==> src/rtl/trap_detect_pipe.sv <==
// trap_detect_pipe: multi-lane MIPS trap detection with a registered hit/kill stage,
// a single pending CP0 exception record under req/ack, and a saturating trap count.
module trap_detect_pipe #(
  parameter int DATA_WIDTH = 32,
  parameter int LANES      = 2,
  parameter int PC_WIDTH   = 32,
  parameter int CNT_WIDTH  = 16,
  localparam int LW        = (LANES > 1) ? $clog2(LANES) : 1
) (
  input  logic                        clk,
  input  logic                        rst,
  input  logic                        stall,
  input  logic                        flush,
  input  logic [LANES-1:0]            lane_valid,
  input  logic [3*LANES-1:0]          lane_trap_op,
  input  logic [DATA_WIDTH*LANES-1:0] lane_op_a,
  input  logic [DATA_WIDTH*LANES-1:0] lane_op_b,
  input  logic [PC_WIDTH*LANES-1:0]   lane_pc,
  output logic [LANES-1:0]            trap_hit,
  output logic [LANES-1:0]            kill_mask,
  output logic                        exc_req,
  output logic [PC_WIDTH-1:0]         exc_pc,
  output logic [LW-1:0]               exc_lane,
  output logic [2:0]                  exc_op,
  input  logic                        exc_ack,
  output logic [CNT_WIDTH-1:0]        trap_cnt
);
  logic [LANES-1:0]     hit_c, kill_c, trap_hit_q, kill_mask_q;
  logic                 any_c, load;
  logic [LW-1:0]        win_lane, exc_lane_q;
  logic [PC_WIDTH-1:0]  win_pc, exc_pc_q;
  logic [2:0]           win_op, exc_op_q;
  logic                 exc_req_q;
  logic [CNT_WIDTH-1:0] cnt_q, cnt_d;

  // Walk lanes oldest-first: kill_c[i] is the OR of hits in older lanes,
  // and the first hit seen becomes the record winner.
  always_comb begin
    hit_c    = '0;
    kill_c   = '0;
    any_c    = 1'b0;
    win_lane = '0;
    win_pc   = '0;
    win_op   = '0;
    for (int i = 0; i < LANES; i++) begin
      logic [DATA_WIDTH-1:0] a, b;
      logic [2:0]            op;
      logic                  cond;
      a    = lane_op_a[i*DATA_WIDTH +: DATA_WIDTH];
      b    = lane_op_b[i*DATA_WIDTH +: DATA_WIDTH];
      op   = lane_trap_op[3*i +: 3];
      cond = (op == 3'd1) ? (a == b) :
             (op == 3'd2) ? (a != b) :
             (op == 3'd3) ? ($signed(a) >= $signed(b)) :
             (op == 3'd4) ? (a >= b) :
             (op == 3'd5) ? ($signed(a) < $signed(b)) :
             (op == 3'd6) ? (a < b) : 1'b0;
      hit_c[i]  = lane_valid[i] & cond;
      kill_c[i] = any_c;
      if (hit_c[i] && !any_c) begin
        win_lane = LW'(i);
        win_pc   = lane_pc[i*PC_WIDTH +: PC_WIDTH];
        win_op   = op;
      end
      any_c = any_c | hit_c[i];
    end
  end

  assign load  = any_c & ~stall & ~flush & (~exc_req_q | exc_ack);
  assign cnt_d = (&cnt_q) ? cnt_q : cnt_q + 1'b1;

  always_ff @(posedge clk or posedge rst) begin
    if (rst) begin
      trap_hit_q  <= '0;
      kill_mask_q <= '0;
      exc_req_q   <= 1'b0;
      exc_pc_q    <= '0;
      exc_lane_q  <= '0;
      exc_op_q    <= '0;
      cnt_q       <= '0;
    end else begin
      trap_hit_q  <= flush ? '0 : stall ? trap_hit_q : hit_c;
      kill_mask_q <= flush ? '0 : stall ? kill_mask_q : kill_c;
      exc_req_q   <= load | (exc_req_q & ~exc_ack);
      if (load) begin
        exc_pc_q   <= win_pc;
        exc_lane_q <= win_lane;
        exc_op_q   <= win_op;
        cnt_q      <= cnt_d;
      end
    end
  end

  assign trap_hit  = trap_hit_q;
  assign kill_mask = kill_mask_q;
  assign exc_req   = exc_req_q;
  assign exc_pc    = exc_pc_q;
  assign exc_lane  = exc_lane_q;
  assign exc_op    = exc_op_q;
  assign trap_cnt  = cnt_q;
endmodule

==> config.mk <==
export PLATFORM = sky130hd
export DESIGN_NAME = trap_detect_pipe
export DESIGN_NICKNAME = d
export VERILOG_FILES = /design/src/rtl/trap_detect_pipe.sv
export SDC_FILE = /design/constraint.sdc
export NUM_CORES = 1
export LEC_CHECK = 0
export CAP_MARGIN = 10
export CELL_PAD_IN_SITES_DETAIL_PLACEMENT = 1
export CELL_PAD_IN_SITES_GLOBAL_PLACEMENT = 1
export CORE_MARGIN = 8
export CORE_UTILIZATION = 30
export DETAILED_ROUTE_END_ITERATION = 10
export GPL_TIMING_DRIVEN = 0
export HOLD_SLACK_MARGIN = 0.03
export PLACE_DENSITY_LB_ADDON = 0.1
export SKIP_CTS_REPAIR_TIMING = 1
export SYNTH_ARGS = -nofsm -noshare
export SYNTH_HDL_FRONTEND = slang
export SYNTH_SLANG_ARGS = --single-unit
==> constraint.sdc <==
create_clock -name clk -period 5 [get_ports clk]
set_input_delay 0.75 -clock clk [delete_from_list [all_inputs] [get_ports clk]]
set_output_delay 0.75 -clock clk [all_outputs]
set_load 0.03 [all_outputs]
# Word level (Yosys, flattened, before mapping)
# Cells that the tools add are included.
# Widths: inputs -> output; s select.
[totals] ff_bits=57 inputBits=205 output_inout_bits=57 wordCells=72
[classes] addsub=1 magnitude_cmp=8 eq_ne=17 muxes=21 n_bitwise=14 n_reduce_logical=4
[op_table] op="$ge 32x32->1" count=4
[op_table] op="$lt 32x32->1" count=4
[op_table] op="$eq 32x32->1" count=2
[op_table] op="$mux 32" count=2
[op_table] op="$ne 32x32->1" count=2
[op_table] op="$eq 3x3->1 const B" count=6
[op_table] op="$add 16x1->16 const B" count=1
[op_table] op="$reduce_and 16->1" count=1
[op_table] op="$mux 1" count=13
[op_table] op="$eq 3x2->1 const B" count=4
[op_table] op="$mux 2" count=4
[op_table] op="$and 1x1->1" count=6
[op_table] op="$eq 3x1->1 const B" count=2
[op_table] op="$mux 3" count=2
[op_table] op="$not 1->1" count=5
[op_table] op="$or 1x1->1" count=3
[op_table] op="$ne 2x1->1 const B" count=1
[op_table] op="$reduce_and 2->1" count=1
[op_table] op="$logic_and 1x1->1" count=1
[op_table] op="$logic_not 1->1" count=1

# Longest topological paths before layout
[logic_depth] word_depth=13 depth_mapped=14 ltp_nobuf=11

# Worst setup path before layout
# Ideal clock, no wire load.
[synth_path] path_kind="in2reg" startpoint="input lane_op_b[13]" endpoint="register exc_op_q[0], in the netlist exc_op[0]" arrival_time_ps=3398 t_required_ps=4872 slack_ps=1474 path_stages=14 path_cell_list="inv_1 > ha_1 > a21o_1 > a21o_1 > a221o_1 > o31a_1 > or2_1 > buf_2 > a2111o_1 > nand3_2 > o21a_1 > buf_4 > buf_6 > o211ai_2"
[synth_via] elab_chain_cells=12 word_cells_on_any_way=21 cone_classes="4 x order compare; 2 x eq/ne; 8 x mux; 5 x bitwise; 2 x reduce/logical"
[synth_lines] element="start: declaration" line="17" text="input logic [DATA_WIDTH*LANES-1:0] lane_op_b,"
[synth_lines] element="$lt 32x32->1" line="57" text="(op == 3'd6) ? (a < b) : 1'b0;"
[synth_lines] element="$mux 1" line="57"
[synth_lines] element="$mux 1" line="56" text="(op == 3'd5) ? ($signed(a) < $signed(b)) :"
[synth_lines] element="$mux 1" line="55" text="(op == 3'd4) ? (a >= b) :"
[synth_lines] element="$mux 1" line="54" text="(op == 3'd3) ? ($signed(a) >= $signed(b)) :"
[synth_lines] element="$mux 1" line="53" text="(op == 3'd2) ? (a != b) :"
[synth_lines] element="$mux 1 *" line="52" text="cond = (op == 3'd1) ? (a == b) :"
[synth_lines] element="$and 1x1->1 *" line="58" text="hit_c[i] = lane_valid[i] & cond;"
[synth_lines] element="$or 1x1->1" line="65" text="any_c = any_c | hit_c[i];"
[synth_lines] element="$and 1x1->1 (3 in series)" line="69" text="assign load = any_c & ~stall & ~flush & (~exc_req_q | exc_ack);"
[synth_lines] element="end signal: assignment" line="88" text="exc_op_q <= win_op;"
[synth_lines] element="end: declaration" line="32" text="logic [2:0] win_op, exc_op_q;"
# Every way passes the cells marked *; elsewhere a longest branch is shown, timed or not.
# A chain may end at the register's enable or synchronous reset.

# Final worst setup path
[layout_path] startpoint="input lane_op_b[47]" endpoint="register exc_pc_q[3], in the netlist exc_pc[3]"
[layout_via] elab_chain_cells=12 word_cells_on_any_way=19 cone_classes="4 x order compare; 2 x eq/ne; 7 x mux; 5 x bitwise; 1 x reduce/logical"
[layout_lines] element="$lt 32x32->1" line="57"
[layout_lines] element="$mux 1" line="57"
[layout_lines] element="$mux 1" line="56"
[layout_lines] element="$mux 1" line="55"
[layout_lines] element="$mux 1" line="54"
[layout_lines] element="$mux 1" line="53"
[layout_lines] element="$mux 1 *" line="52"
[layout_lines] element="$and 1x1->1 *" line="58"
[layout_lines] element="$or 1x1->1" line="65"
[layout_lines] element="$and 1x1->1 (3 in series)" line="69"
[layout_lines] element="end signal: assignment" line="86" text="exc_pc_q <= win_pc;"
[layout_lines] element="end: declaration" line="31" text="logic [PC_WIDTH-1:0] win_pc, exc_pc_q;"
# Marks and branches as above.

==> results.toml <==
[layout]
regArea_um2 = 1376
multiInputGateArea_um2 = 2903
final_layout_size_suffix_gt1_share_pct = 6.715
area_delta_synth_final_pct = 62.33
fin_nets = 1105
final_common_cell = "clkdlybuf4s50_1"
final_cell_mix = "258 x clkdlybuf4s50_1, 100 x inv_1, 65 x ha_1"
fillers = 1849

[floorplan]
die_x_um = 142.9
die_h_um = 142.9
die_area_um2 = 20410
row_count = 46
core-area_um2 = 15830
start_util_pct = 30.51
io_pins = 262

[clock_network]
clockRootBuffer = "clkbuf_16"
cts_tree = "built"
clk_pin_slew_ns = 0.08
clock_latency_ns = 0.29
cts_sinks = 55
cts_max_path_buffers = 2
cts_made_buffers = 5
htreeDepth = 2

[place]
dp_slack_ns = 0.1301
gp_congestion = 0.8730
portBuffers = 258
hpwlAfterDp_mm = 16.91

[grt]
top_usage_layer = "met2"
antenna_found_initial = 3
use_met1_pct = 22.75
grtUsageTotal_pct = 19.48
grt_max_degree = 31
grt_use_met2_pct = 35.60
grt_pass1_wl_mm = 31.62
grt_pass1_vias = 5894
grt_use_met3_pct = 3.907
overflow = 0

[logic_synthesis]
ys_ff_latch = 55
synth_enable_flop_cells = 0
syn_area_um2 = 4830
postSynthCellCount = 569
syn_nets = 839
synth_flop_cell = "dfrtp_1"
synth-async-reset-ratio_pct = 100.0
synth.distinct_cells = 50
syn_area_per_cell_um2 = 8.488
yosysSeqAreaShare_pct = 28.50
yosys.area.top_type_share_pct = 28.50
yosys-top-cells-area = "dfrtp_1 28%, ha_1 17%, inv_1 7.8%"
ys_warn_count = 0
yosysTopAreaCell = "dfrtp_1"

[critical_path]
cp_data_required_time_ns = 5.22
crit_chain = "clkdlybuf4s50_1, inv_1, ha_1, nand4_1, nor4_1, a21boi_0, o31ai_1, nand2_1, mux2i_1, a21o_1, clkbuf_1, clkbuf_1, clkbuf_1, nand4_1, o211ai_2"
worstSetupPathType = "input port to flop"
cpMostUsedCell = "clkbuf_1"
arrival_ns = 4.78
reg2regPathDepth = 7
slowest_delay_ns = 0.49
endpoint_kind = "flop"
worstPathMaxFanout = 10
crit_slowest_cell = "clkbuf_1"
critPathLaunchType = "input port"

[timing]
period_needed_ns = 4.562
slew_headroom_pct = 49.92
hold_viol_final = 0
tightest_slew_ns = 0.7454
hold_ws_ns = 0.5020
tns_ns = 0
setup_violations = 0
finalCritPeriodShare_pct = 91.25
layout_setup_ws_ns = 0.4377
fin_worst_skew_ns = 0.006143
max_freq_mhz = 219.2
slew_violations = 0
rsz0062_at_grt = "no"

[worst_hold_path]
whs_path_depth = 1
hold_class = "flop to flop"

[detailed_routing]
drt-total-wl_mm = 20.22
drt_iter0_markers = 143
avgRoutedWirePerCell_um = 19.22
drc = 0
ant_nets = 0
avgViaCountPerCell = 5.042
vias = 5304
dr.pass1.iters = 4

[job]
maxCapViolCount = 0

[run_status]
outcome = "complete, no violations"

[pwr]
power_uw = 2143
power_density_nw_per_um2 = 273.4
leakage_uw = 0.003489
ir_drop_uv = 194.2
## where the power goes
part | switching [uW] | internal, uW | leakage [uW]
combinational | 600 | 547 | 0.00273
sequential | 82.8 | 570 | 0.000693
clock | 164 | 181 | 0.0000618
## flip-flops by register name (all words and copies together) (netlist names)
| register | count |
|---|---|
| exc_pc | 32 |
| trap_cnt | 16 |
| exc_op | 3 |
| trap_hit | 2 |
| exc_lane | 1 |
| exc_req | 1 |
## metrics by stage
| stage | utilization [%] | cells | area (um2) |
|---|---|---|---|
| floorplan | - | 569 | 4830 |
| global placement | 48.54 | 1043 | 7682 |
| detailed placement | 48.66 | 1044 | 7702 |
| CTS | 49.50 | 1050 | 7835 |
| global route | 49.53 | 1052 | 7840 |
| finish | 49.53 | 1052 | 7840 |
## cells by family after synthesis
| kind of cell | share of synthesized area (%) |
|---|---|
| xor+xnor | 2.539 |
| buf+inv | 11.40 |
| mux | 1.917 |
| other cells | 0.07765 |
| compound gates | 18.96 |
| fa+ha+maj | 16.84 |
| flops | 28.50 |
| simple gates | 19.77 |
## final cells by class
type / instances / share of cell area, %
inverter: 101 / 4.836
multi-input combinational: 381 / 37.03
antenna: 2 / 0.06384
timing repair buffer: 259 / 33.20
sequential: 55 / 17.56
clock buffer: 5 / 1.596
clock inverter: 1 / 0.09575
buffer: 32 / 2.186
tap: 216 / 3.447
## metal layers
metal,part of all wire [%],wire length [um]
met4,1.4,280
met1,41,8365
met2,52,10460
met5,0.054,11
met3,5.5,1106
## worst max-delay path, delay by kind of cell
family	cells	cell delay (ns)
simple gates	4	0.92
mux	1	0.25
compound gates	4	0.65
fa+ha+maj	1	0.30
buf+inv	5	1.88
## path summary, 6_finish.rpt
kind / endpoint / slack (ns) / from
setup reg to reg: trap_cnt[1] / 2.26 / trap_cnt[0]
hold reg to reg: exc_op[1] / 0.50 / exc_op[1]
hold / removal: exc_op[1] / 0.50 / exc_op[1]
setup / recovery: exc_pc[3] / 0.44 / lane_op_b[47]
min in group asynchronous: exc_pc[16] / 0.87 / rst
max in group asynchronous: trap_cnt[8] / 3.54 / rst
## cells in the mapped netlist (all sizes together), types with 3 or more instances
cell type / instances
inv: 101
ha: 65
dfrtp: 55
nand3: 51
nand4: 48
o211ai: 42
a21oi: 29
nand2: 24
o21ai: 19
buf: 16
clkbuf: 16
xnor2: 14
nor3: 12
nor2: 10
a21o: 8
nor4: 8
mux2i: 7
and3: 6
o21a: 5
nor2b: 3
nor3b: 3
(Power assumes the default switching activity.)
